$ cat config.mk
export PLATFORM = sky130hd
export DESIGN_NAME = fifo_read_ctrl_flat
export DESIGN_NICKNAME = d
export VERILOG_FILES = /design/src/rtl/fifo_read_ctrl_if.sv /design/src/rtl/fifo_read_ctrl.sv /design/src/flat_wrapper.sv
export SDC_FILE = /design/constraint.sdc
export NUM_CORES = 1
export LEC_CHECK = 0
export CAP_MARGIN = 20
export CORE_UTILIZATION = 47
export DETAILED_ROUTE_END_ITERATION = 12
export GPL_ROUTABILITY_DRIVEN = 0
export PLACE_DENSITY = 0.92
export SLEW_MARGIN = 5
export SYNTH_ARGS = -nofsm -noshare
export SYNTH_HDL_FRONTEND = slang
export SYNTH_SLANG_ARGS = --single-unit
$ cat constraint.sdc
create_clock -name rclk -period 6 [get_ports rclk]
set_clock_uncertainty 0.15 [all_clocks]
set_input_delay 1.5 -clock rclk [delete_from_list [all_inputs] [get_ports rclk]]
set_output_delay 1.5 -clock rclk [all_outputs]
set_load 0.02 [all_outputs]
$ cat src/rtl/fifo_read_ctrl_if.sv
// Read-side output stream of the async FIFO: registered word plus valid/ready handshake.
// The controller drives the master side; the consumer uses the slave side.
interface fifo_read_ctrl_if #(
    parameter int DSIZE = 6
);
    logic [DSIZE-1:0] rd_data;
    logic             rd_valid;
    logic             rd_ready;

    modport master (output rd_data, output rd_valid, input rd_ready);
    modport slave  (input rd_data, input rd_valid, output rd_ready);
endinterface

$ cat src/rtl/fifo_read_ctrl.sv
// Async FIFO read-side controller (rclk domain): wptr synchroniser, rempty, memory read port and output register.
// Optional macro RD_LEVEL_EN builds a registered fill estimate on rd_level; without it rd_level is tied to 0.
module fifo_read_ctrl #(
    parameter int DSIZE = 6,
    parameter int ASIZE = 4
) (
    input  logic             rclk,
    input  logic             rrst_n,
    input  logic [ASIZE:0]   wptr_gray,
    input  logic [DSIZE-1:0] mem_rdata,
    output logic [ASIZE-1:0] raddr,
    output logic             rclk_en,
    output logic             rempty,
    output logic [ASIZE:0]   rptr_gray,
    output logic [ASIZE:0]   rd_level,
    fifo_read_ctrl_if.master rd
);
    logic [ASIZE:0] wq1;
    logic [ASIZE:0] wq2;
    logic [ASIZE:0] rptr_bin;
    logic [ASIZE:0] rbin_next;
    logic [ASIZE:0] rgray_next;

    function automatic logic [ASIZE:0] bin2gray(input logic [ASIZE:0] b);
        return b ^ (b >> 1);
    endfunction

    // A pop needs a stored word and room in the output register (empty, or draining this edge).
    assign rclk_en    = !rempty && (!rd.rd_valid || rd.rd_ready);
    assign raddr      = rptr_bin[ASIZE-1:0];
    assign rbin_next  = rptr_bin + {{ASIZE{1'b0}}, rclk_en};
    assign rgray_next = bin2gray(rbin_next);

    // Two-flop synchroniser for the write pointer; nothing else samples wptr_gray.
    always_ff @(posedge rclk or negedge rrst_n) begin
        if (!rrst_n) begin
            wq1 <= '0;
            wq2 <= '0;
        end else begin
            wq1 <= wptr_gray;
            wq2 <= wq1;
        end
    end

    // Read pointer and empty flag; empty compares the post-pop pointer so a lagging wq2 only delays reads.
    always_ff @(posedge rclk or negedge rrst_n) begin
        if (!rrst_n) begin
            rptr_bin  <= '0;
            rptr_gray <= '0;
            rempty    <= 1'b1;
        end else begin
            rptr_bin  <= rbin_next;
            rptr_gray <= rgray_next;
            rempty    <= (rgray_next == wq2);
        end
    end

    // Output register: load on pop, drop valid on accept without a refill, otherwise hold.
    always_ff @(posedge rclk or negedge rrst_n) begin
        if (!rrst_n) begin
            rd.rd_data  <= '0;
            rd.rd_valid <= 1'b0;
        end else if (rclk_en) begin
            rd.rd_data  <= mem_rdata;
            rd.rd_valid <= 1'b1;
        end else if (rd.rd_valid && rd.rd_ready) begin
            rd.rd_valid <= 1'b0;
        end
    end

`ifdef RD_LEVEL_EN
    function automatic logic [ASIZE:0] gray2bin(input logic [ASIZE:0] g);
        logic [ASIZE:0] b;
        b[ASIZE] = g[ASIZE];
        for (int i = ASIZE - 1; i >= 0; i--) begin
            b[i] = b[i+1] ^ g[i];
        end
        return b;
    endfunction

    // Uses the synchronised write pointer, so the level lags but never over-reports.
    always_ff @(posedge rclk or negedge rrst_n) begin
        if (!rrst_n) begin
            rd_level <= '0;
        end else begin
            rd_level <= gray2bin(wq2) - rbin_next;
        end
    end
`else
    assign rd_level = '0;
`endif

endmodule

$ cat src/flat_wrapper.sv
// flat-port wrapper written by rule: the top's interface ports become plain ports
module fifo_read_ctrl_flat 
#(
    parameter int DSIZE = 6,
    parameter int ASIZE = 4
)
  (rclk, rrst_n, wptr_gray, mem_rdata, raddr, rclk_en, rempty, rptr_gray, rd_level, rd_rd_data, rd_rd_valid, rd_rd_ready);
  fifo_read_ctrl_if #(.DSIZE(DSIZE)) rd_i ();
  input  logic rclk;
  input  logic rrst_n;
  input  logic [ASIZE:0] wptr_gray;
  input  logic [DSIZE-1:0] mem_rdata;
  output logic [ASIZE-1:0] raddr;
  output logic rclk_en;
  output logic rempty;
  output logic [ASIZE:0] rptr_gray;
  output logic [ASIZE:0] rd_level;
  output wire logic [$bits(rd_i.rd_data)-1:0] rd_rd_data;
  output wire logic [$bits(rd_i.rd_valid)-1:0] rd_rd_valid;
  input wire logic [$bits(rd_i.rd_ready)-1:0] rd_rd_ready;
  assign rd_rd_data = rd_i.rd_data;
  assign rd_rd_valid = rd_i.rd_valid;
  assign rd_i.rd_ready = rd_rd_ready;
  fifo_read_ctrl #(.DSIZE(DSIZE), .ASIZE(ASIZE)) u_core (.rclk(rclk), .rrst_n(rrst_n), .wptr_gray(wptr_gray), .mem_rdata(mem_rdata), .raddr(raddr), .rclk_en(rclk_en), .rempty(rempty), .rptr_gray(rptr_gray), .rd_level(rd_level), .rd(rd_i));
endmodule
==> metrics.txt <==
final critical-path required period 4.631 ns; worst hold path endpoint u_core.wq2[3]$_DFF_PN0_; Leak Pwr 0.6152 nW; worst slew pin tran 0.5720 ns; Fmax 215.9 MHz; crit-path max FO 8; DRC viols 0; busiest grt layer met2; Via density 4.896; ANT nets after route 0; worst path cell trace clkdlybuf4s50_1 > inv_1 > a21oi_1 > buf_4 > clkdlybuf4s50_1; Layout Area Growth over Synthesis 33.18%; Hold Path Class reg2reg; Core ar. 2042 sq um; chip height 49.40 microns; CTS tree built; clock transition at the registers of the reported paths 0.13 ns; Most Frequent Cell on Critical Path clkdlybuf4s50_1; RSZ-0062 raised after global routing no; H-tree Lvls 1; max-slew violations 0; Syn. warnings 0; maxcap violations 0; Pre-antenna DRT Iters 3; R2R setup slack 3.46 ns; Total Wirelength 1698 microns; launching element type of the critical path input port; Setup-failing EPs final 0; met1 track demand over resource 17.61%; Slew HR 61.87%; post_cts resized 0; Multi-input gate area 349.1 sq um; Die W 49.40 microns; CTS sink cnt 27; WS Path Type in2out; antenna violations before repair 0; root buffer selected by CTS clkbuf_4; fill cell count 159; crit path DAT 2.98 ns; clk buf depth 2; Crit-path slowest cell clkdlybuf4s50_1; post-layout util 68.87%; I/O Buffers 31; antenna cell count 0; Largest stage delay, worst path 0.62 ns; most frequent cells in the layout clkdlybuf4s50_1 (30), dfrtp_1 (26), xnor2_1 (7); register area 676.9 sq um; post-DP HPWL 1334 microns; pwr dens 537.0 nW/um^2; hold path start u_core.wq1[3]$_DFF_PN0_; M3 GR Usage 3.427%; GR Util met2 30.59%; Post-Synthesis Cells 73; Total GRT Usage 16.40%; post-synthesis register bit count 27; initial core utilization 51.72%; Synth Cell Area 1056 sq um; placement row count 16; cell depth of the worst hold path 0; register area share after synthesis 64.10%; IO Count 37; first-pass GRT wire length 2918 microns; post-synth cell types 23; WL/cell 12.58 microns; reg2reg end u_core.rempty$_DFF_PN1_; layout cell share with drive strength beyond 1 12.04%; largest net degree at the start of global routing 28; Initial DRC Count 4; period utilization 77.19%; Final Hold Vio Count 0; reg2reg start u_core.rd.rd_valid$_DFFE_PN0P_; TritonCTS buffer count 3; vias in the first global route 699; postcts setup bufs 0; Placed Area 1385 sq um; status finished, final reports clean; Hold-fix buffers, CTS 0; Vias 661; Total Neg Setup Slack 0 ns; # nets final 125; Reg2Reg Depth 8; Max IR drop VDD 0.3637 mV; die area 2440 sq um; commonest non-fill, non-tap cell in the layout clkdlybuf4s50_1; GRT overflow 0; final instance area 1406 sq um; worst skew pair latency 0.32 ns; Worst Path Required 4.35 ns; CP endpoint kind output pin; syn avg cell area 14.47 sq um
## state kept, by name (all words and copies together), names as in the netlist
| signal | cells |
|---|---|
| u_core.rempty | 1 |
| u_core.rptr_gray | 4 |
| u_core.rd.rd_valid | 1 |
| u_core.wq2 | 5 |
| u_core.rptr_bin | 5 |
| u_core.rd.rd_data | 6 |
| u_core.wq1 | 5 |
## cells by family (layout without fill, tap and decap cells)
family | count (synthesis) | in the layout | share of synthesized area, %
flip-flops | 27 | 27 | 64.10
XOR/XNOR | 14 | 14 | 12.91
AO/OA/AOI/OAI | 9 | 9 | 6.043
AND/OR/NAND/NOR | 7 | 7 | 3.555
buffers and inverters | 7 | 38 | 4.266
multiplexers | 6 | 6 | 6.398
adder cells (fa/ha/maj) | 2 | 2 | 2.369
other | 1 | 5 | 0.3551
## metrics by stage
| stage | setup slack [ns] | total power, W | hold slack, ns | cells |
|---|---|---|---|---|
| 2_1_floorplan | 1.989 | 0.0005338 | 0.1812 | 77 |
| 3_3_place_gp | 1.425 | 0.0006768 | 0.1835 | 131 |
| 3_5_place_dp | 1.353 | 0.0006899 | 0.1911 | 131 |
| 4_1_cts | 1.348 | 0.0007662 | 0.2221 | 135 |
| 5_1_grt | 1.302 | 0.0008105 | 0.2254 | 135 |
| 6_report | 1.369 | 0.0007552 | 0.2171 | 135 |
## report_power, final
group	total, W	internal (W)	switching [W]
Combinational	0.000397	0.000204	0.000193
Sequential	0.000284	0.000241	0.0000429
Clock	0.0000738	0.0000260	0.0000478
Total	0.000755	0.000471	0.000284
## critical path, delay by kind of cell
family	cells	cell delay, ns
buffers and inverters	4	1.33
AOI/OAI and AO/OA	1	0.14
## layer usage
metal  part of all wire, %  routed length (microns)  up-vias
li1                      -                        -      306
met5                     0                        0        -
met1                    38                      647      330
met2                    55                      942       21
met3                   4.5                       76        4
met4                   1.8                       31        0
## cell usage after synthesis
| cell type | instances | area [sq um] |
|---|---|---|
| o21a_1 | 1 | 7.510 |
| a211oi_2 | 1 | 12.51 |
| nand3_1 | 2 | 10.01 |
| inv_1 | 2 | 7.510 |
| mux2_2 | 6 | 67.56 |
| nor2_1 | 1 | 3.750 |
| conb_1 | 1 | 3.750 |
| a21o_1 | 1 | 7.510 |
| a31oi_1 | 1 | 6.260 |
| a21oi_1 | 1 | 5.000 |
| o211ai_1 | 1 | 7.510 |
| xnor2_1 | 7 | 61.31 |
| o21ai_0 | 2 | 10.01 |
| or3_1 | 1 | 6.260 |
| dfrtp_1 | 26 | 650.6 |
| a21boi_0 | 1 | 7.510 |
| xor2_1 | 6 | 52.55 |
| xnor3_1 | 1 | 22.52 |
| buf_4 | 5 | 37.54 |
| nand2_1 | 2 | 7.510 |
| ha_1 | 2 | 25.02 |
| dfstp_2 | 1 | 26.28 |
| and4b_1 | 1 | 10.01 |
## area by class of cell
cell class | instances | area share [%]
Multi-Input combinational cell | 43 | 24.82
Sequential cell | 27 | 48.13
Timing Repair Buffer | 32 | 22.24
Clock buffer | 4 | 1.868
Inverter | 2 | 0.5338
Tap cell | 27 | 2.402
## how the worst max path moves through the flow
| stage | cells past startpoint | startpoint | end | slack, ns |
|---|---|---|---|---|
| global route | 5 | rd_rd_ready | rclk_en | 1.30 |
| CTS | 5 | rd_rd_ready | rclk_en | 1.35 |
| detailed placement | 5 | rd_rd_ready | rclk_en | 1.35 |
| global placement | 5 | rd_rd_ready | rclk_en | 1.43 |
| floorplan | 8 | rd_rd_ready | u_core.rempty$_DFF_PN1_ | 1.99 |
| finish | 5 | rd_rd_ready | rclk_en | 1.37 |
Note: power is estimated with default switching activity, not from simulation.
==> edit 1 (same flow settings) <==
Add a define of `RD_LEVEL_EN`.
--- a/src/rtl/fifo_read_ctrl.sv
+++ b/src/rtl/fifo_read_ctrl.sv
@@ -1,5 +1,7 @@
 // Async FIFO read-side controller (rclk domain): wptr synchroniser, rempty, memory read port and output register.
 // Optional macro RD_LEVEL_EN builds a registered fill estimate on rd_level; without it rd_level is tied to 0.
+`define RD_LEVEL_EN
+
 module fifo_read_ctrl #(
     parameter int DSIZE = 6,
     parameter int ASIZE = 4
Check against the original RTL: not equivalent (Yosys sat finds a counterexample within 4 cycles, from zero or initial values and one cycle with rrst_n low).
==> edit 1 against the original RTL <==
Wire length increased by 31%; worst setup slack improved by 0.058 ns; largest cell class unchanged; critical path depth unchanged; cell area increased by 29%; total power increased by 37%; synthesized area increased by 26%; count of clock-buffer cells in the layout increased by 4; sequential cell count increased by 5.
==> edit 1: results (changes against the original RTL) <==
<table>
<tr><th>Metric</th><th>Value</th></tr>
<tr><th colspan="2">Status</th></tr>
<tr><td>Run status</td><td>complete, no violations (unchanged)</td></tr>
<tr><th colspan="2">Layout</th></tr>
<tr><td>Layout cells sized above 1</td><td>13.0% (was 12.0%)</td></tr>
<tr><td>Post-route insts no fill</td><td>168 (was 135)</td></tr>
<tr><th colspan="2">GRT</th></tr>
<tr><td>Largest net degree at the start of global routing</td><td>33 (was 28)</td></tr>
<tr><td>Total routing usage reported by global routing</td><td>17.6% (was 16.4%)</td></tr>
<tr><td>Vias in the first global route</td><td>840 (was 699)</td></tr>
<tr><th colspan="2">Logic synthesis</th></tr>
<tr><td>Biggest area contributors in the synthesized netlist</td><td>dfrtp_1 (58%), xnor2_1 (7.9%), mux2_2 (5.1%) (was dfrtp_1 (62%), mux2_2 (6.4%), xnor2_1 (5.8%))</td></tr>
<tr><td>Xor/xnor share of the synthesized area</td><td>16.1% (was 12.9%)</td></tr>
<tr><td>Number of distinct standard cells referenced by the synthesized netlist</td><td>26 (was 23)</td></tr>
<tr><td>Complex-gate fraction of the synthesized area</td><td>5.55% (was 6.04%)</td></tr>
<tr><td>Part of the Yosys area used for sequential elements</td><td>60.3% (was 64.1%)</td></tr>
<tr><td>Top post-synthesis cells by count</td><td>dfrtp_1 (31), xnor2_1 (12), xor2_1 (7) (was dfrtp_1 (26), xnor2_1 (7), mux2_2 (6), xor2_1 (6), buf_4 (5))</td></tr>
<tr><th colspan="2">Worst hold path</th></tr>
<tr><td>Worst-case hold path end point</td><td>u_core.wq2[1]$_DFF_PN0_ (was u_core.wq2[3]$_DFF_PN0_)</td></tr>
<tr><td>Hold_sp</td><td>u_core.wq1[1]$_DFF_PN0_ (was u_core.wq1[3]$_DFF_PN0_)</td></tr>
<tr><th colspan="2">Placed design</th></tr>
<tr><td>Cell count after placement</td><td>160 (was 131)</td></tr>
<tr><td>Total half-perimeter wirelength after legalization and detailed placement</td><td>1680 um (was 1330 um)</td></tr>
<tr><th colspan="2">Worst setup path</th></tr>
<tr><td>Critical Path AT</td><td>2.92 ns (was 2.98 ns)</td></tr>
<tr><td>Flop-to-flop setup slack</td><td>3.12 ns (was 3.46 ns)</td></tr>
<tr><td>Register-to-Register Path Depth</td><td>9 (was 8)</td></tr>
<tr><td>R2R Path Start</td><td>u_core.rempty$_DFF_PN1_ (was u_core.rd.rd_valid$_DFFE_PN0P_)</td></tr>
<tr><th colspan="2">Power</th></tr>
<tr><td>Leakage power summed over all cells</td><td>0.796 nW (was 0.615 nW)</td></tr>
<tr><td>Max rail drop VDD</td><td>0.359 mV (was 0.364 mV)</td></tr>
<tr><th colspan="2">Routing</th></tr>
<tr><td>Mean routed wirelength per cell</td><td>13.3 um (was 12.6 um)</td></tr>
<tr><td>Top routing layer in use</td><td>met3 (was met4)</td></tr>
<tr><td>Pre-antenna DRT Iters</td><td>4 (was 3)</td></tr>
<tr><td>Initial drt markers</td><td>6 (was 4)</td></tr>
<tr><th colspan="2">STA</th></tr>
<tr><td>Relative slew slack</td><td>64.0% (was 61.9%)</td></tr>
</table>
## edit 1: cell types whose count changed after synthesis, moves of 2 or more
cell and change:
ha_1 +3, a21oi_1 +2, inv_1 +4, dfrtp_1 +5
xnor2_1 +5, buf_4 -5
## edit 1: how the worst max path moves through the flow
| stage | endpoint | slack, ns | cells past startpoint |
|---|---|---|---|
| 4_1_cts | rclk_en | 1.42 | 5 |
| 6_report | rclk_en | 1.43 | 5 |
| 3_5_place_dp | rclk_en | 1.43 | 5 |
| 3_3_place_gp | rclk_en | 1.45 | 5 |
| 5_1_grt | rclk_en | 1.36 | 5 |
| 2_1_floorplan | u_core.rd_level[4]$_DFF_PN0_ | 1.84 | 9 |
## edit 1: worst register-to-register path, delay by kind of cell, from the launching register on
family / cells / cell delay [ns]
fa+ha+maj: 4 / 1.16
compound gates: 2 / 0.12
buf+inv: 1 / 0.17
xor+xnor: 2 / 0.62
flops: 1 / 0.55
## edit 1: cell type report
class / instances / area (um^2)
Clock buffer: 8 / 68.8
Fill cell: 189 / 759
Inverter: 6 / 22.5
Multi-Input combinational cell: 54 / 502
Sequential cell: 32 / 802
Tap cell: 30 / 37.5
Timing Repair Buffer: 38 / 375
## edit 1: layer usage
layer | track usage (%) | vias up
met4 | 6.67 | 0
met5 | 0 | -
met1 | 17.8 | 404
met2 | 30.7 | 32
li1 | - | 397
met3 | 8.74 | 0
## edit 1: cells by family after synthesis
logic type / count (synthesis)
buffers and inverters: 7
AOI/OAI and AO/OA: 11
adders and majority gates: 7
muxes: 7
xor gates and xnor gates: 21
DFF: 32
and+or+nand+nor: 8
## edit 1: power breakdown
part | internal [mW] | switching, mW
Clock | 0.0689 | 0.0682
Combinational | 0.282 | 0.274
Sequential | 0.292 | 0.0471
Total | 0.643 | 0.390
## edit 1: metrics by stage
step	setup WS, ns	area (um^2)	hold WS [ns]	power, mW	util (%)
6_report	1.43	1810	0.204	1.03	70.4
4_1_cts	1.42	1810	0.206	1.05	70.4
3_3_place_gp	1.45	1740	0.182	0.887	67.7
2_1_floorplan	1.84	1330	0.181	0.703	-
3_5_place_dp	1.43	1740	0.185	0.905	67.7
5_1_grt	1.36	1810	0.210	1.12	70.4
==> edit 2 (same flow settings) <==
Without the edit above. `DSIZE` is set to 6 in 3 places; all go to 7.
--- a/src/rtl/fifo_read_ctrl_if.sv
+++ b/src/rtl/fifo_read_ctrl_if.sv
@@ -1,7 +1,7 @@
 // Read-side output stream of the async FIFO: registered word plus valid/ready handshake.
 // The controller drives the master side; the consumer uses the slave side.
 interface fifo_read_ctrl_if #(
-    parameter int DSIZE = 6
+    parameter int DSIZE = 7
 );
     logic [DSIZE-1:0] rd_data;
     logic             rd_valid;
--- a/src/rtl/fifo_read_ctrl.sv
+++ b/src/rtl/fifo_read_ctrl.sv
@@ -1,7 +1,7 @@
 // Async FIFO read-side controller (rclk domain): wptr synchroniser, rempty, memory read port and output register.
 // Optional macro RD_LEVEL_EN builds a registered fill estimate on rd_level; without it rd_level is tied to 0.
 module fifo_read_ctrl #(
-    parameter int DSIZE = 6,
+    parameter int DSIZE = 7,
     parameter int ASIZE = 4
 ) (
     input  logic             rclk,
--- a/src/flat_wrapper.sv
+++ b/src/flat_wrapper.sv
@@ -1,7 +1,7 @@
 // flat-port wrapper written by rule: the top's interface ports become plain ports
 module fifo_read_ctrl_flat 
 #(
-    parameter int DSIZE = 6,
+    parameter int DSIZE = 7,
     parameter int ASIZE = 4
 )
   (rclk, rrst_n, wptr_gray, mem_rdata, raddr, rclk_en, rempty, rptr_gray, rd_level, rd_rd_data, rd_rd_valid, rd_rd_ready);
Ports: changed (resized mem_rdata and rd_rd_data); port bits go from 37 to 39. No check against the original RTL was run, so the function may have changed too.
==> edit 2 against the original RTL <==
Worst setup slack gained 0.0046 ns; die area grew 11%; sequential cell count grew 1; cell area grew 10%; worst hold slack gained 0.0023 ns; wire length grew 27%; sequential power grew 4%; first-iteration DRC count grew 25%; total power grew 2.0%; critical path depth is the same; synthesized area grew 12%; critical endpoint unchanged.
==> edit 2: results (changes against the original RTL) <==
<table>
<tr><th>Metric</th><th>Value</th></tr>
<tr><th colspan="2">Layout</th></tr>
<tr><td>Post-route insts no fill</td><td>156 (was 135)</td></tr>
<tr><td>Layout cells sized above 1</td><td>12.5% (was 12.0%)</td></tr>
<tr><td>Flip-flop count of the largest register after layout</td><td>7 (was 6)</td></tr>
<tr><td>Number of inserted filler cells in the final layout</td><td>170 (was 159)</td></tr>
<tr><th colspan="2">Power</th></tr>
<tr><td>Power density over cell area</td><td>496 nW/um^2 (was 537 nW/um^2)</td></tr>
<tr><td>Portion of total power attributed to sequential cells</td><td>38.2% (was 37.6%)</td></tr>
<tr><td>Leakage power summed over all cells</td><td>0.671 nW (was 0.615 nW)</td></tr>
<tr><td>Clock network power consumption</td><td>78.8 uW (was 73.8 uW)</td></tr>
<tr><td>Net Switching</td><td>308 uW (was 284 uW)</td></tr>
<tr><th colspan="2">Logic synthesis</th></tr>
<tr><td>Biggest area contributors in the synthesized netlist</td><td>dfrtp_1 (57%), mux2_2 (6.7%), buf_4 (3.8%) (was dfrtp_1 (62%), mux2_2 (6.4%), xnor2_1 (5.8%))</td></tr>
<tr><td>Number of cells produced by synthesis</td><td>92 (was 73)</td></tr>
<tr><td>Part of the Yosys area used for sequential elements</td><td>59.4% (was 64.1%)</td></tr>
<tr><td>Number of distinct standard cells referenced by the synthesized netlist</td><td>29 (was 23)</td></tr>
<tr><th colspan="2">CTS</th></tr>
<tr><td>Number of buffers inserted during clock tree synthesis</td><td>3 (unchanged)</td></tr>
<tr><th colspan="2">Routing</th></tr>
<tr><td>Initial drt markers</td><td>5 (was 4)</td></tr>
<tr><td>Mean routed wirelength per cell</td><td>13.9 um (was 12.6 um)</td></tr>
<tr><td>Pre-antenna DRT Iters</td><td>4 (was 3)</td></tr>
<tr><td>Drt via density</td><td>5.33 (was 4.90)</td></tr>
<tr><th colspan="2">Placed design</th></tr>
<tr><td>Total half-perimeter wirelength after legalization and detailed placement</td><td>1650 um (was 1330 um)</td></tr>
<tr><td>Count of input and output buffers</td><td>33 (was 31)</td></tr>
<tr><td>Cell count after placement</td><td>152 (was 131)</td></tr>
<tr><th colspan="2">Worst hold path</th></tr>
<tr><td>Worst Hold Class</td><td>reg2reg (unchanged)</td></tr>
<tr><th colspan="2">Status</th></tr>
<tr><td>Run status</td><td>complete, no violations (unchanged)</td></tr>
<tr><th colspan="2">Worst setup path</th></tr>
<tr><td>Maximum fanout count along the critical path</td><td>9 (was 8)</td></tr>
<tr><th colspan="2">STA</th></tr>
<tr><td>Worst Hold Margin</td><td>0.219 ns (was 0.217 ns)</td></tr>
<tr><th colspan="2">GRT</th></tr>
<tr><td>Total routing usage reported by global routing</td><td>18.2% (was 16.4%)</td></tr>
<tr><td>Wire length of the first global-routing pass</td><td>3530 um (was 2920 um)</td></tr>
<tr><td>Vias in the first global route</td><td>841 (was 699)</td></tr>
<tr><td>Largest net degree at the start of global routing</td><td>29 (was 28)</td></tr>
</table>
[edit 2: cell type report]
cell class	count	area (um^2)	share of cell area [%]
clock buffers	4	26.3	1.69
inverters	6	22.5	1.45
multi-input cells	55	422	27.2
flip-flops and latches	28	702	45.2
well taps	28	35.0	2.26
repair buffers	35	345	22.2
[edit 2: cells by family (layout without fill, tap and decap cells)]
family,count (synthesis),count (layout),synth area share (%)
flops,28,28,59.4
simple gates,15,15,7.10
compound gates,14,14,8.05
buf+inv,13,45,6.14
xor+xnor,12,12,10.2
mux,7,7,6.67
fa+ha+maj,2,2,2.12
other cells,1,5,0.317
[edit 2: through the flow]
stage | instance area (um^2) | setup slack, ns
global placement | 1530 | 1.43
floorplan | 1200 | 1.91
detailed placement | 1530 | 1.37
CTS | 1550 | 1.36
global route | 1550 | 1.32
finish | 1550 | 1.37
[edit 2: worst paths after layout]
kind                                                 endpoint               startpoint  slack, ns  depth (start not counted)
worst min-delay path                  u_core.wq2[4]$_DFF_PN0_  u_core.wq1[4]$_DFF_PN0_       0.22                          0
min in group asynchronous       u_core.rptr_gray[0]$_DFF_PN0_                   rrst_n       1.37                          2
worst max-delay path                                  rclk_en              rd_rd_ready       1.37                          5
max in group asynchronous             u_core.rempty$_DFF_PN1_                   rrst_n       4.02                          2
worst max register to register        u_core.rempty$_DFF_PN1_  u_core.rempty$_DFF_PN1_       3.25                          9
worst min register to register        u_core.wq2[4]$_DFF_PN0_  u_core.wq1[4]$_DFF_PN0_       0.22                          0
[edit 2: layer usage]
metal	global-route usage [%]	up-vias	part of all wire, %
met5	0	-	0
met4	8.77	0	1.3
met3	2.05	4	3.7
met2	34.6	33	59
met1	19.8	422	36
li1	-	373	-
